`src/rtl/sal_ddr2_pkg.sv`:
```
// ----------------------------------------------------------------------------
// sal_ddr2_pkg
// Shared definitions for the DDR2 command arbiter:
//   cmd_e      - command class code carried on the DFI command register
//   spc_cnt_w  - width of the bus-spacing down-counters for a set of timings
//   spc_load   - value loaded into a spacing counter when its command is granted
// No ports (package).
// ----------------------------------------------------------------------------
package sal_ddr2_pkg;

    typedef enum logic [2:0] {
        CMD_NOP = 3'd0,
        CMD_ACT = 3'd1,
        CMD_RD  = 3'd2,
        CMD_WR  = 3'd3,
        CMD_PRE = 3'd4,
        CMD_REF = 3'd5
    } cmd_e;

    // Counter width is $clog2(max T + 1), never narrower than one bit so the
    // counters stay legal even when every timing is 0.
    function automatic int spc_cnt_w(input int t_ccd, input int t_rrd,
                                     input int t_wtr, input int t_rtw);
        int m;
        m = t_ccd;
        if (t_rrd > m) m = t_rrd;
        if (t_wtr > m) m = t_wtr;
        if (t_rtw > m) m = t_rtw;
        if (m < 1) m = 1;
        return $clog2(m + 1);
    endfunction

    // A timing of 0 or 1 means back-to-back is allowed, i.e. load 0.
    function automatic int spc_load(input int t);
        return (t > 1) ? (t - 1) : 0;
    endfunction

endpackage

```
`src/rtl/sal_cmd_arbiter_if.sv`:
```
// ----------------------------------------------------------------------------
// sal_cmd_arbiter_if
// Bundle between the per-bank controllers and the command arbiter.
//   act/rd/wr/pre/ref_req  [NUM_BK]  per-bank requests (bank controllers drive)
//   act/rd/wr/pre/ref_gnt  [NUM_BK]  per-bank grants (arbiter drives)
//   cmd_valid/type/bank              registered command toward DFI
// Modports: master = bank-controller side, slave = arbiter side.
//
// Request/grant semantics: a bank raises a req bit and keeps it high until the
// matching gnt bit is seen; the gnt is a single-cycle pulse in the cycle the
// command is taken (req and gnt high together). A bank may drop req before it
// is granted. At most one gnt bit across all five vectors is high per cycle.
// ----------------------------------------------------------------------------
interface sal_cmd_arbiter_if #(
    parameter int NUM_BK = 8
);
    import sal_ddr2_pkg::*;

    localparam int BW = $clog2(NUM_BK);

    logic [NUM_BK-1:0] act_req;
    logic [NUM_BK-1:0] rd_req;
    logic [NUM_BK-1:0] wr_req;
    logic [NUM_BK-1:0] pre_req;
    logic [NUM_BK-1:0] ref_req;

    logic [NUM_BK-1:0] act_gnt;
    logic [NUM_BK-1:0] rd_gnt;
    logic [NUM_BK-1:0] wr_gnt;
    logic [NUM_BK-1:0] pre_gnt;
    logic [NUM_BK-1:0] ref_gnt;

    logic              cmd_valid;
    cmd_e              cmd_type;
    logic [BW-1:0]     cmd_bank;

    modport master (
        output act_req, rd_req, wr_req, pre_req, ref_req,
        input  act_gnt, rd_gnt, wr_gnt, pre_gnt, ref_gnt,
        input  cmd_valid, cmd_type, cmd_bank
    );

    modport slave (
        input  act_req, rd_req, wr_req, pre_req, ref_req,
        output act_gnt, rd_gnt, wr_gnt, pre_gnt, ref_gnt,
        output cmd_valid, cmd_type, cmd_bank
    );

endinterface

```
`src/rtl/sal_rr_pick.sv`:
```
// ----------------------------------------------------------------------------
// sal_rr_pick
// Combinational round-robin picker. Searches i_req starting at i_ptr and
// wrapping modulo N; the first set bit wins.
//   i_req   [N]       request vector
//   i_ptr   [log2 N]  search start position
//   o_gnt   [N]       one-hot grant (zero when nothing requested)
//   o_idx   [log2 N]  index of the granted bit
//   o_found           any request present
// N must be a power of two so the pointer add wraps for free.
// ----------------------------------------------------------------------------
module sal_rr_pick #(
    parameter int N  = 8,
    parameter int IW = $clog2(N)
) (
    input  logic [N-1:0]  i_req,
    input  logic [IW-1:0] i_ptr,
    output logic [N-1:0]  o_gnt,
    output logic [IW-1:0] o_idx,
    output logic          o_found
);

    logic [IW-1:0] w_cand;

    always_comb begin
        o_gnt   = '0;
        o_idx   = '0;
        o_found = 1'b0;
        w_cand  = '0;
        for (int i = 0; i < N; i++) begin
            w_cand = i_ptr + IW'(i);
            if (!o_found && i_req[w_cand]) begin
                o_found       = 1'b1;
                o_idx         = w_cand;
                o_gnt[w_cand] = 1'b1;
            end
        end
    end

endmodule

```
`src/rtl/sal_cmd_arbiter.sv`:
```
// ----------------------------------------------------------------------------
// sal_cmd_arbiter
// DDR2 command arbiter between the per-bank controllers and the DFI command
// port. Grants at most one command per cycle: class priority
// PRE > RD > WR > ACT > REF, round-robin within a class from one shared
// pointer, with tCCD / tRRD / tWTR / tRTW spacing. The granted command is
// registered toward DFI with exactly one cycle of latency.
//   clk   clock, all state on the rising edge
//   rst   synchronous reset, active high; forces all grants low while high
//   bus   sal_cmd_arbiter_if.slave (requests in, grants + DFI command out)
// Build option: SAL_SCHED_AGING_EN adds a write-age counter; once writes have
// waited AGE_MAX cycles, WR ranks above RD and RD is held off so tRTW drains.
// ----------------------------------------------------------------------------
module sal_cmd_arbiter
    import sal_ddr2_pkg::*;
#(
    parameter int NUM_BK  = 8,
    parameter int T_CCD   = 2,
    parameter int T_RRD   = 2,
    parameter int T_WTR   = 4,
    parameter int T_RTW   = 4,
    parameter int AGE_MAX = 15
) (
    input logic               clk,
    input logic               rst,
    sal_cmd_arbiter_if.slave  bus
);

    localparam int BW = $clog2(NUM_BK);
    localparam int CW = spc_cnt_w(T_CCD, T_RRD, T_WTR, T_RTW);

    localparam logic [CW-1:0] CCD_LD = CW'(spc_load(T_CCD));
    localparam logic [CW-1:0] RRD_LD = CW'(spc_load(T_RRD));
    localparam logic [CW-1:0] WTR_LD = CW'(spc_load(T_WTR));
    localparam logic [CW-1:0] RTW_LD = CW'(spc_load(T_RTW));

    logic [BW-1:0] r_rr_ptr;
    logic [CW-1:0] r_ccd_cnt;
    logic [CW-1:0] r_rrd_cnt;
    logic [CW-1:0] r_wtr_cnt;
    logic [CW-1:0] r_rtw_cnt;
    logic          r_cmd_valid;
    cmd_e          r_cmd_type;
    logic [BW-1:0] r_cmd_bank;

    logic [NUM_BK-1:0] w_act_g, w_rd_g, w_wr_g, w_pre_g, w_ref_g;
    logic [BW-1:0]     w_act_i, w_rd_i, w_wr_i, w_pre_i, w_ref_i;
    logic              w_act_f, w_rd_f, w_wr_f, w_pre_f, w_ref_f;

    logic          w_wr_boost;
    logic          w_rd_ok;
    logic          w_wr_ok;
    logic          w_act_ok;
    cmd_e          w_sel;
    logic [BW-1:0] w_sel_idx;

    // One picker per class, all sharing the same pointer.
    sal_rr_pick #(.N(NUM_BK)) u_pick_act (.i_req(bus.act_req), .i_ptr(r_rr_ptr),
        .o_gnt(w_act_g), .o_idx(w_act_i), .o_found(w_act_f));
    sal_rr_pick #(.N(NUM_BK)) u_pick_rd  (.i_req(bus.rd_req),  .i_ptr(r_rr_ptr),
        .o_gnt(w_rd_g),  .o_idx(w_rd_i),  .o_found(w_rd_f));
    sal_rr_pick #(.N(NUM_BK)) u_pick_wr  (.i_req(bus.wr_req),  .i_ptr(r_rr_ptr),
        .o_gnt(w_wr_g),  .o_idx(w_wr_i),  .o_found(w_wr_f));
    sal_rr_pick #(.N(NUM_BK)) u_pick_pre (.i_req(bus.pre_req), .i_ptr(r_rr_ptr),
        .o_gnt(w_pre_g), .o_idx(w_pre_i), .o_found(w_pre_f));
    sal_rr_pick #(.N(NUM_BK)) u_pick_ref (.i_req(bus.ref_req), .i_ptr(r_rr_ptr),
        .o_gnt(w_ref_g), .o_idx(w_ref_i), .o_found(w_ref_f));

`ifdef SAL_SCHED_AGING_EN
    localparam int AW = $clog2(AGE_MAX + 1);

    logic [AW-1:0] r_wr_age;

    always_ff @(posedge clk) begin
        if (rst) begin
            r_wr_age <= '0;
        end else if (w_sel == CMD_WR || !(|bus.wr_req)) begin
            r_wr_age <= '0;
        end else if (r_wr_age != AW'(AGE_MAX)) begin
            r_wr_age <= r_wr_age + AW'(1);
        end
    end

    assign w_wr_boost = (r_wr_age == AW'(AGE_MAX));
`else
    assign w_wr_boost = 1'b0;
`endif

    // While writes are starved, RD is held off as well: otherwise each RD grant
    // reloads tRTW and the boosted WR could never become eligible.
    assign w_rd_ok  = (r_ccd_cnt == '0) && (r_wtr_cnt == '0) &&
                      !(w_wr_boost && (|bus.wr_req));
    assign w_wr_ok  = (r_ccd_cnt == '0) && (r_rtw_cnt == '0);
    assign w_act_ok = (r_rrd_cnt == '0);

    // Ineligible classes fall through to the next one, so no idle bubble.
    always_comb begin
        w_sel     = CMD_NOP;
        w_sel_idx = '0;
        if (!rst) begin
            if (w_pre_f) begin
                w_sel     = CMD_PRE;
                w_sel_idx = w_pre_i;
            end else if (w_wr_boost && w_wr_ok && w_wr_f) begin
                w_sel     = CMD_WR;
                w_sel_idx = w_wr_i;
            end else if (w_rd_ok && w_rd_f) begin
                w_sel     = CMD_RD;
                w_sel_idx = w_rd_i;
            end else if (w_wr_ok && w_wr_f) begin
                w_sel     = CMD_WR;
                w_sel_idx = w_wr_i;
            end else if (w_act_ok && w_act_f) begin
                w_sel     = CMD_ACT;
                w_sel_idx = w_act_i;
            end else if (w_ref_f) begin
                w_sel     = CMD_REF;
                w_sel_idx = w_ref_i;
            end
        end
    end

    assign bus.act_gnt = (w_sel == CMD_ACT) ? w_act_g : '0;
    assign bus.rd_gnt  = (w_sel == CMD_RD)  ? w_rd_g  : '0;
    assign bus.wr_gnt  = (w_sel == CMD_WR)  ? w_wr_g  : '0;
    assign bus.pre_gnt = (w_sel == CMD_PRE) ? w_pre_g : '0;
    assign bus.ref_gnt = (w_sel == CMD_REF) ? w_ref_g : '0;

    always_ff @(posedge clk) begin
        if (rst) begin
            r_rr_ptr    <= '0;
            r_ccd_cnt   <= '0;
            r_rrd_cnt   <= '0;
            r_wtr_cnt   <= '0;
            r_rtw_cnt   <= '0;
            r_cmd_valid <= 1'b0;
            r_cmd_type  <= CMD_NOP;
            r_cmd_bank  <= '0;
        end else begin
            // Spacing counters: load on the relevant grant, else count down to 0.
            if (w_sel == CMD_RD || w_sel == CMD_WR) r_ccd_cnt <= CCD_LD;
            else if (r_ccd_cnt != '0)               r_ccd_cnt <= r_ccd_cnt - CW'(1);

            if (w_sel == CMD_ACT)                   r_rrd_cnt <= RRD_LD;
            else if (r_rrd_cnt != '0)               r_rrd_cnt <= r_rrd_cnt - CW'(1);

            if (w_sel == CMD_WR)                    r_wtr_cnt <= WTR_LD;
            else if (r_wtr_cnt != '0)               r_wtr_cnt <= r_wtr_cnt - CW'(1);

            if (w_sel == CMD_RD)                    r_rtw_cnt <= RTW_LD;
            else if (r_rtw_cnt != '0)               r_rtw_cnt <= r_rtw_cnt - CW'(1);

            if (w_sel != CMD_NOP) begin
                r_rr_ptr    <= w_sel_idx + BW'(1);
                r_cmd_valid <= 1'b1;
                r_cmd_type  <= w_sel;
                r_cmd_bank  <= w_sel_idx;
            end else begin
                // cmd_bank deliberately holds its last value on idle cycles.
                r_cmd_valid <= 1'b0;
                r_cmd_type  <= CMD_NOP;
            end
        end
    end

    assign bus.cmd_valid = r_cmd_valid;
    assign bus.cmd_type  = r_cmd_type;
    assign bus.cmd_bank  = r_cmd_bank;

endmodule

```
`src/flat_wrapper.sv`:
```
// flat-port wrapper written by rule: the top's interface ports become plain ports
module sal_cmd_arbiter_flat import sal_ddr2_pkg::*;
#(
    parameter int NUM_BK  = 8,
    parameter int T_CCD   = 2,
    parameter int T_RRD   = 2,
    parameter int T_WTR   = 4,
    parameter int T_RTW   = 4,
    parameter int AGE_MAX = 15
)
  (clk, rst, bus_act_req, bus_rd_req, bus_wr_req, bus_pre_req, bus_ref_req, bus_act_gnt, bus_rd_gnt, bus_wr_gnt, bus_pre_gnt, bus_ref_gnt, bus_cmd_valid, bus_cmd_type, bus_cmd_bank);
  sal_cmd_arbiter_if #(.NUM_BK(NUM_BK)) bus_i ();
  input logic clk;
  input logic rst;
  input wire logic [$bits(bus_i.act_req)-1:0] bus_act_req;
  input wire logic [$bits(bus_i.rd_req)-1:0] bus_rd_req;
  input wire logic [$bits(bus_i.wr_req)-1:0] bus_wr_req;
  input wire logic [$bits(bus_i.pre_req)-1:0] bus_pre_req;
  input wire logic [$bits(bus_i.ref_req)-1:0] bus_ref_req;
  output wire logic [$bits(bus_i.act_gnt)-1:0] bus_act_gnt;
  output wire logic [$bits(bus_i.rd_gnt)-1:0] bus_rd_gnt;
  output wire logic [$bits(bus_i.wr_gnt)-1:0] bus_wr_gnt;
  output wire logic [$bits(bus_i.pre_gnt)-1:0] bus_pre_gnt;
  output wire logic [$bits(bus_i.ref_gnt)-1:0] bus_ref_gnt;
  output wire logic [$bits(bus_i.cmd_valid)-1:0] bus_cmd_valid;
  output wire logic [$bits(bus_i.cmd_type)-1:0] bus_cmd_type;
  output wire logic [$bits(bus_i.cmd_bank)-1:0] bus_cmd_bank;
  assign bus_i.act_req = bus_act_req;
  assign bus_i.rd_req = bus_rd_req;
  assign bus_i.wr_req = bus_wr_req;
  assign bus_i.pre_req = bus_pre_req;
  assign bus_i.ref_req = bus_ref_req;
  assign bus_act_gnt = bus_i.act_gnt;
  assign bus_rd_gnt = bus_i.rd_gnt;
  assign bus_wr_gnt = bus_i.wr_gnt;
  assign bus_pre_gnt = bus_i.pre_gnt;
  assign bus_ref_gnt = bus_i.ref_gnt;
  assign bus_cmd_valid = bus_i.cmd_valid;
  assign bus_cmd_type = bus_i.cmd_type;
  assign bus_cmd_bank = bus_i.cmd_bank;
  sal_cmd_arbiter #(.NUM_BK(NUM_BK), .T_CCD(T_CCD), .T_RRD(T_RRD), .T_WTR(T_WTR), .T_RTW(T_RTW), .AGE_MAX(AGE_MAX)) u_core (.clk(clk), .rst(rst), .bus(bus_i));
endmodule
```
`config.mk`:
```
export PLATFORM = sky130hd
export DESIGN_NAME = sal_cmd_arbiter_flat
export DESIGN_NICKNAME = d
export VERILOG_FILES = /design/src/rtl/sal_ddr2_pkg.sv /design/src/rtl/sal_cmd_arbiter_if.sv /design/src/rtl/sal_rr_pick.sv /design/src/rtl/sal_cmd_arbiter.sv /design/src/flat_wrapper.sv
export SDC_FILE = /design/constraint.sdc
export NUM_CORES = 1
export LEC_CHECK = 0
export CAP_MARGIN = 10
export CORE_MARGIN = 2
export CORE_UTILIZATION = 25
export DETAILED_ROUTE_END_ITERATION = 12
export HOLD_SLACK_MARGIN = 0.05
export PLACE_DENSITY_LB_ADDON = 0.15
export SETUP_SLACK_MARGIN = 0.05
export SYNTH_ARGS = -nofsm -noshare
export SYNTH_HDL_FRONTEND = slang
export SYNTH_SLANG_ARGS = --single-unit
```
`constraint.sdc`:
```
create_clock -name clk -period 6.24 [get_ports clk]
set_input_delay 1.248 -clock clk [delete_from_list [all_inputs] [get_ports clk]]
set_output_delay 1.248 -clock clk [all_outputs]
set_load 0.1 [all_outputs]
```
# Yosys cells after proc, flatten, opt, wreduce, memory -nomap -nowiden
# Index checks and enable logic that the tools add are counted.
# word_totals
reg_bits,22
latchBits,0
ram_bits,0
rom_bits,0
inputBits,42
output_inout_bits,47
word_cells,425
n_memories,0
# op_classes
add_sub_neg,12
multipliers,0
div_mod_pow,0
n_lt_le_gt_ge,16
eq_ne,5
n_shift,0
n_mux,242
n_bitwise,36
n_reduce_logical,102
# op_table
op,count
$mux 8,45
$or 8x8->8,35
$mux 3,52
$bmux 1 s3,40
$mux 1,93
$logic_and 1x1->1,48
$logic_not 1->1,35
$lt 3x4->1 const B,8
$demux 1 s3,8
$ge 3x1->1 const B,8
$reduce_bool 3->1,5
$add 3x3->3 const B,4
$logic_not 3->1,4
$sub 3x1->3 const B,4
$reduce_or 2->1,5
$mux 2,4
$reduce_bool 2->1,4
$add 3x1->3 const B,2
$add 3x2->3 const B,2
$eq 3x2->1 const B,2
$eq 3x3->1 const B,2
$eq 3x1->1 const B,1
$logic_or 1x1->1,1
$not 1->1,1

# Longest topological paths before layout
# logic_depth
word_depth,33
mapped_depth,24
mapped_depth_nobuf,16

# Hierarchy
# Synthesis repeated with hierarchy kept, for this count alone.
# unflattened
cells_unflattened,910
area_unflattened_um2,7948.9
# modules_own_cells
module,n_inst,cells_each,area_each_um2,seq_area_each_um2
sal_rr_pick at u_core.u_pick_act ...,4,146,1298.7,0.0
sal_cmd_arbiter,1,191,1522.7,440.4
sal_rr_pick at u_core.u_pick_wr,1,135,1231.2,0.0

# Least setup slack after synthesis
# Ideal clock, no wire load.
# synth_timing
path_kind,flip-flop to output port
start,register u_core.r_rr_ptr[1]
end,output bus_wr_gnt[4]
arrival_ns,5.940
t_required_ns,4.992
slack_ns,-0.948
stages_incl_launch_ff,20
n_path_buf,7
cell_sequence,dfxtp_1 -> buf_2 -> buf_1 -> clkbuf_1 -> clkinv_1 -> ha_1 -> buf_6 -> buf_6 -> buf_2 -> mux4_2 -> mux2i_1 -> and2_1 -> o2111ai_4 -> nor3b_2 -> and2_1 -> and2b_2 -> nand2_1 -> or2_1 -> buf_6 -> a31oi_1
# synth_between
elab_chain_len,32
elab_cells_between_ends,263
cone_classes,add/sub: 7; order compare: 16; eq/ne: 1; mux: 151; bitwise: 7; reduce/logical: 81
# synth_lines
element,line_no,text
start: declaration,sal_cmd_arbiter.sv:37,logic [BW-1:0] r_rr_ptr;
start signal: assignment,sal_cmd_arbiter.sv:154,r_rr_ptr <= w_sel_idx + BW'(1);
branches (longest 31 deep; another with $add 3x1->3),n/a,
$mux 8 (*),sal_cmd_arbiter.sv:125,assign bus.wr_gnt = (w_sel == CMD_WR) ? w_wr_g : '0;
end: declaration,flat_wrapper.sv:22,output wire logic [$bits(bus_i.wr_gnt)-1:0] bus_wr_gnt;
# Every way passes the cells marked *. The select of a mux whose other input is x is not followed.

# Final worst setup path
# layout_timing
start,input bus_rd_req[5]
end,output bus_act_gnt[4]
# layout_between
elab_chain_len,30
elab_cells_between_ends,44
cone_classes,eq/ne: 1; mux: 28; reduce/logical: 15
# layout_lines
element,line_no,text
start: declaration,flat_wrapper.sv:16,input wire logic [$bits(bus_i.rd_req)-1:0] bus_rd_req;
$bmux 1 s3,sal_rr_pick.sv:32,if (!o_found && i_req[w_cand]) begin
$mux 1 (implied by the code),sal_rr_pick.sv:32,
$mux 1,sal_rr_pick.sv:32,
$logic_not 1->1,sal_rr_pick.sv:32,
$logic_and 1x1->1,sal_rr_pick.sv:32,
$mux 1,sal_rr_pick.sv:32,
$logic_not 1->1,sal_rr_pick.sv:32,
$logic_and 1x1->1,sal_rr_pick.sv:32,
[14 not listed],n/a,
$logic_and 1x1->1,sal_rr_pick.sv:32,
$mux 1 (*),sal_rr_pick.sv:32,
$logic_and 1x1->1 (*),sal_cmd_arbiter.sv:107,end else if (w_rd_ok && w_rd_f) begin
$mux 3 (*),sal_cmd_arbiter.sv:107,
$mux 3 (*),sal_cmd_arbiter.sv:101,if (w_pre_f) begin
$mux 3 (*),sal_cmd_arbiter.sv:100,if (!rst) begin
$eq 3x1->1 (*),sal_cmd_arbiter.sv:123,assign bus.act_gnt = (w_sel == CMD_ACT) ? w_act_g : '0;
$mux 8 (*),sal_cmd_arbiter.sv:123,
end: declaration,flat_wrapper.sv:20,output wire logic [$bits(bus_i.act_gnt)-1:0] bus_act_gnt;
# Every way passes the cells marked *; elsewhere a longest branch is shown, timed or not. The select of a mux whose other input is x is not followed.

==> flow_summary.yaml <==
pwr:
  leakagePower_uw: 0.00312
  power_uw: 3920
  ir_worst_vdd_mv: 0.179
  power_per_cell_area_mw_per_mm2: 407
synth:
  syn_avg_cell_area_um2: 7.63
  synth_top_cell_area_share: 0.138
  ys_types: 95
  synth_edf_count: 0
  synthesis.area_mm2: 0.00749
  synth_top_cell_by_area: "mux4_2"
  ys_ff_latch: 22
  syn-num-nets: 1039
  synth_flop_cell: "dfxtp_1"
  synthCells: 982
  ys_warn_count: 0
  ys_async_sr_fraction: 0
  yosysSeqAreaShare: 0.0588
  synth_area_leaders: "mux4_2, mux2i_1, nand2_1"
global_route:
  groute.usage.overall: 0.203
  grt_pass1_wl_um: 50600
  antenna_found_initial: 0
  grt_max_degree: 43
  grt-ovfl-total: 0
  grt_pass1_vias: 8416
clock_network:
  cts_hold_buf: 0
  cts_root_buffer: "clkbuf_16"
  clock_latency_ns: 0.26
  cts_setup_buffers: 0
  clk_pin_slew_ns: 0.06
  cts.path.max_buffers: 2
  cts_buffers: 3
  cts_max_level: 1
  cts_tree: "built"
  cts.sinks: 22
job:
  maxCapViolCount: 0
routing:
  drt-total-wl_um: 32400
  dr.pass1.iters: 6
  vias: 8741
  drc_errors: 0
  wl_met3_um: 1950
  viasPerCell: 6.06
  wl_met2_um: 14600
  drt-initial-drc-count: 1064
  wl_met1_um: 15300
  drtAntennaViolNets: 0
  top_layer: "met4"
  drt-wirelength-per-cell_um: 22.5
sta:
  slew_headroom: 0.282
  rsz0062_at_grt: "false"
  setup_violations: 0
  worst_pin_slew_ns: 1.07
  fmax_mhz: 166
  fin_crit_ns: 6.03
  finalHoldViolCount: 0
  timing.final.max_slew_violations: 0
  setup_slack_ns: 0.206
  fin_crit_sh: 0.967
  finalClockSkew_ns: 0.00248
finish:
  final_common_cell: "nand2_1"
  area_delta_synth_final_pct: 28.7
  layout_common_cells: "nand2_1, nor2_1, o21ai_0, a21oi_1, buf_4"
  n_antenna_cell: 0
  drive_gt1_frac: 0.235
  nets: 1110
setup_path:
  path_max_fanout: 10
  worst-path-buf-inv: 2
  setup.worst_path.class: "input pin to output pin"
  crit_path_top_delay_cell: "mux4_1"
  required_ns: 4.99
  crit_path_end_kind: "output pin"
  crit_arrival_ns: 4.79
  path_delay_family: "simple AND/OR/NAND/NOR gates"
  slowest_delay_ns: 0.62
  worst_setup_path_start_kind: "input pin"
  critical_path.cell_chain: "clkdlybuf4s50_1 -> mux4_1 -> nand2b_1 -> or4b_4 -> a211oi_4 -> a2111oi_2 -> and2b_4 -> nand3_2 -> nor2_1 -> buf_12"
floorplan:
  coreArea_mm2: 0.0296
  die_h_um: 177
  fp-row-count: 63
  io_pins: 89
  start_util: 0.253
  die_area_mm2: 0.0314
  fp.dieW_um: 177
outcome:
  status: "complete, no violations"
place:
  place_congestion: 0.925
  place_ws_ns: 0.0346
  portBuffers: 88
  dp.final_hpwl_um: 25300
worst_hold_path:
  hold_path_class: "flop to flop"
-- area by class of cell --
cell class                      instances  area [um2]
Clock buffer                            3        75.1
Clock inverter                          1        30.0
Fill cell                            3152       19900
Inverter                               28         105
Multi-Input combinational cell        854        6780
Sequential cell                        22         445
Tap cell                              390         488
Timing Repair Buffer                  144        1710
-- kinds of logic (layout without fill, tap and decap cells) --
family          after synthesis  after routing  share of synthesized area
compound gates              380            380                      0.367
simple gates                320            320                      0.206
mux                         131            131                      0.266
buf+inv                     106            176                     0.0681
flops                        22             22                     0.0588
fa+ha+maj                    15             15                     0.0251
xor+xnor                      8              8                    0.00935
-- final timing paths --
path | start | to | slack [ns] | depth (start not counted)
setup reg to reg | u_core.r_rr_ptr[1] | u_core.r_rr_ptr[2] | 1.21 | 17
hold / removal | u_core.bus.cmd_bank[2] | u_core.bus.cmd_bank[2] | 0.48 | 2
hold reg to reg | u_core.bus.cmd_bank[2] | u_core.bus.cmd_bank[2] | 0.48 | 2
setup / recovery | bus_rd_req[5] | bus_act_gnt[4] | 0.21 | 10
-- layer usage --
metal / GRT usage / vias to the layer above
met5: 0 / -
li1: - / 4043
met1: 0.298 / 4264
met3: 0.0152 / 45
met4: 0.0424 / 0
met2: 0.322 / 389
-- cell usage after synthesis, types with 4 or more instances --
cell	n
nor2b_1	12
o21ai_0	66
nand2b_1	14
mux2_2	24
buf_2	15
nand3_1	17
nor3_1	20
buf_6	6
o211ai_1	7
a222oi_1	11
o221ai_1	17
clkbuf_1	41
buf_1	9
and2_1	14
mux4_2	46
a221oi_1	51
a22o_1	14
buf_4	4
ha_1	15
o2bb2ai_1	5
a21oi_1	81
o22ai_1	17
a22oi_1	29
nand2_1	125
a31oi_1	10
o31ai_1	4
o221a_2	8
nor2_1	79
a211oi_1	7
o32ai_1	4
mux2i_1	53
xnor2_1	6
inv_1	26
dfxtp_1	22
-- power breakdown --
group          leakage (uW)  switching, uW  internal, uW  total, uW
registers          0.000183           30.3           191        221
clock network     0.0000511           54.0           127        181
logic               0.00288           2220          1310       3520
-- tightest hold or removal path, stage by stage (launching register included) --
cell	delay, ns
dfxtp_1	0.31
nand2b_1	0.07
a21oi_1	0.06
-- through the flow --
step / cells / hold slack (ns) / instance area [um2] / util / TNS, ns
after CTS: 1442 / 0.494 / 9630 / 0.326 / 0
after global placement: 1438 / 0.467 / 9530 / 0.322 / 0
after floorplan: 982 / 0.480 / 7720 / - / -7.17
final: 1442 / 0.484 / 9640 / 0.326 / 0
after global routing: 1442 / 0.526 / 9640 / 0.326 / 0
after detailed placement: 1438 / 0.485 / 9530 / 0.322 / 0
-- registers in the layout, summed over array words and instances, names as in the netlist --
name	count
u_core.bus.cmd_bank	3
u_core.bus.cmd_type	3
u_core.r_ccd_cnt	3
u_core.r_rr_ptr	3
u_core.r_rrd_cnt	3
u_core.r_rtw_cnt	3
u_core.r_wtr_cnt	3
u_core.bus.cmd_valid	1
-- repair_timing --
action / in CTS / in global routing
endpoints found under the setup margin: 1 / 2
pin swaps: 0 / 0
resized for setup: 1 / 2
Note: power is estimated with default switching activity, not from simulation.
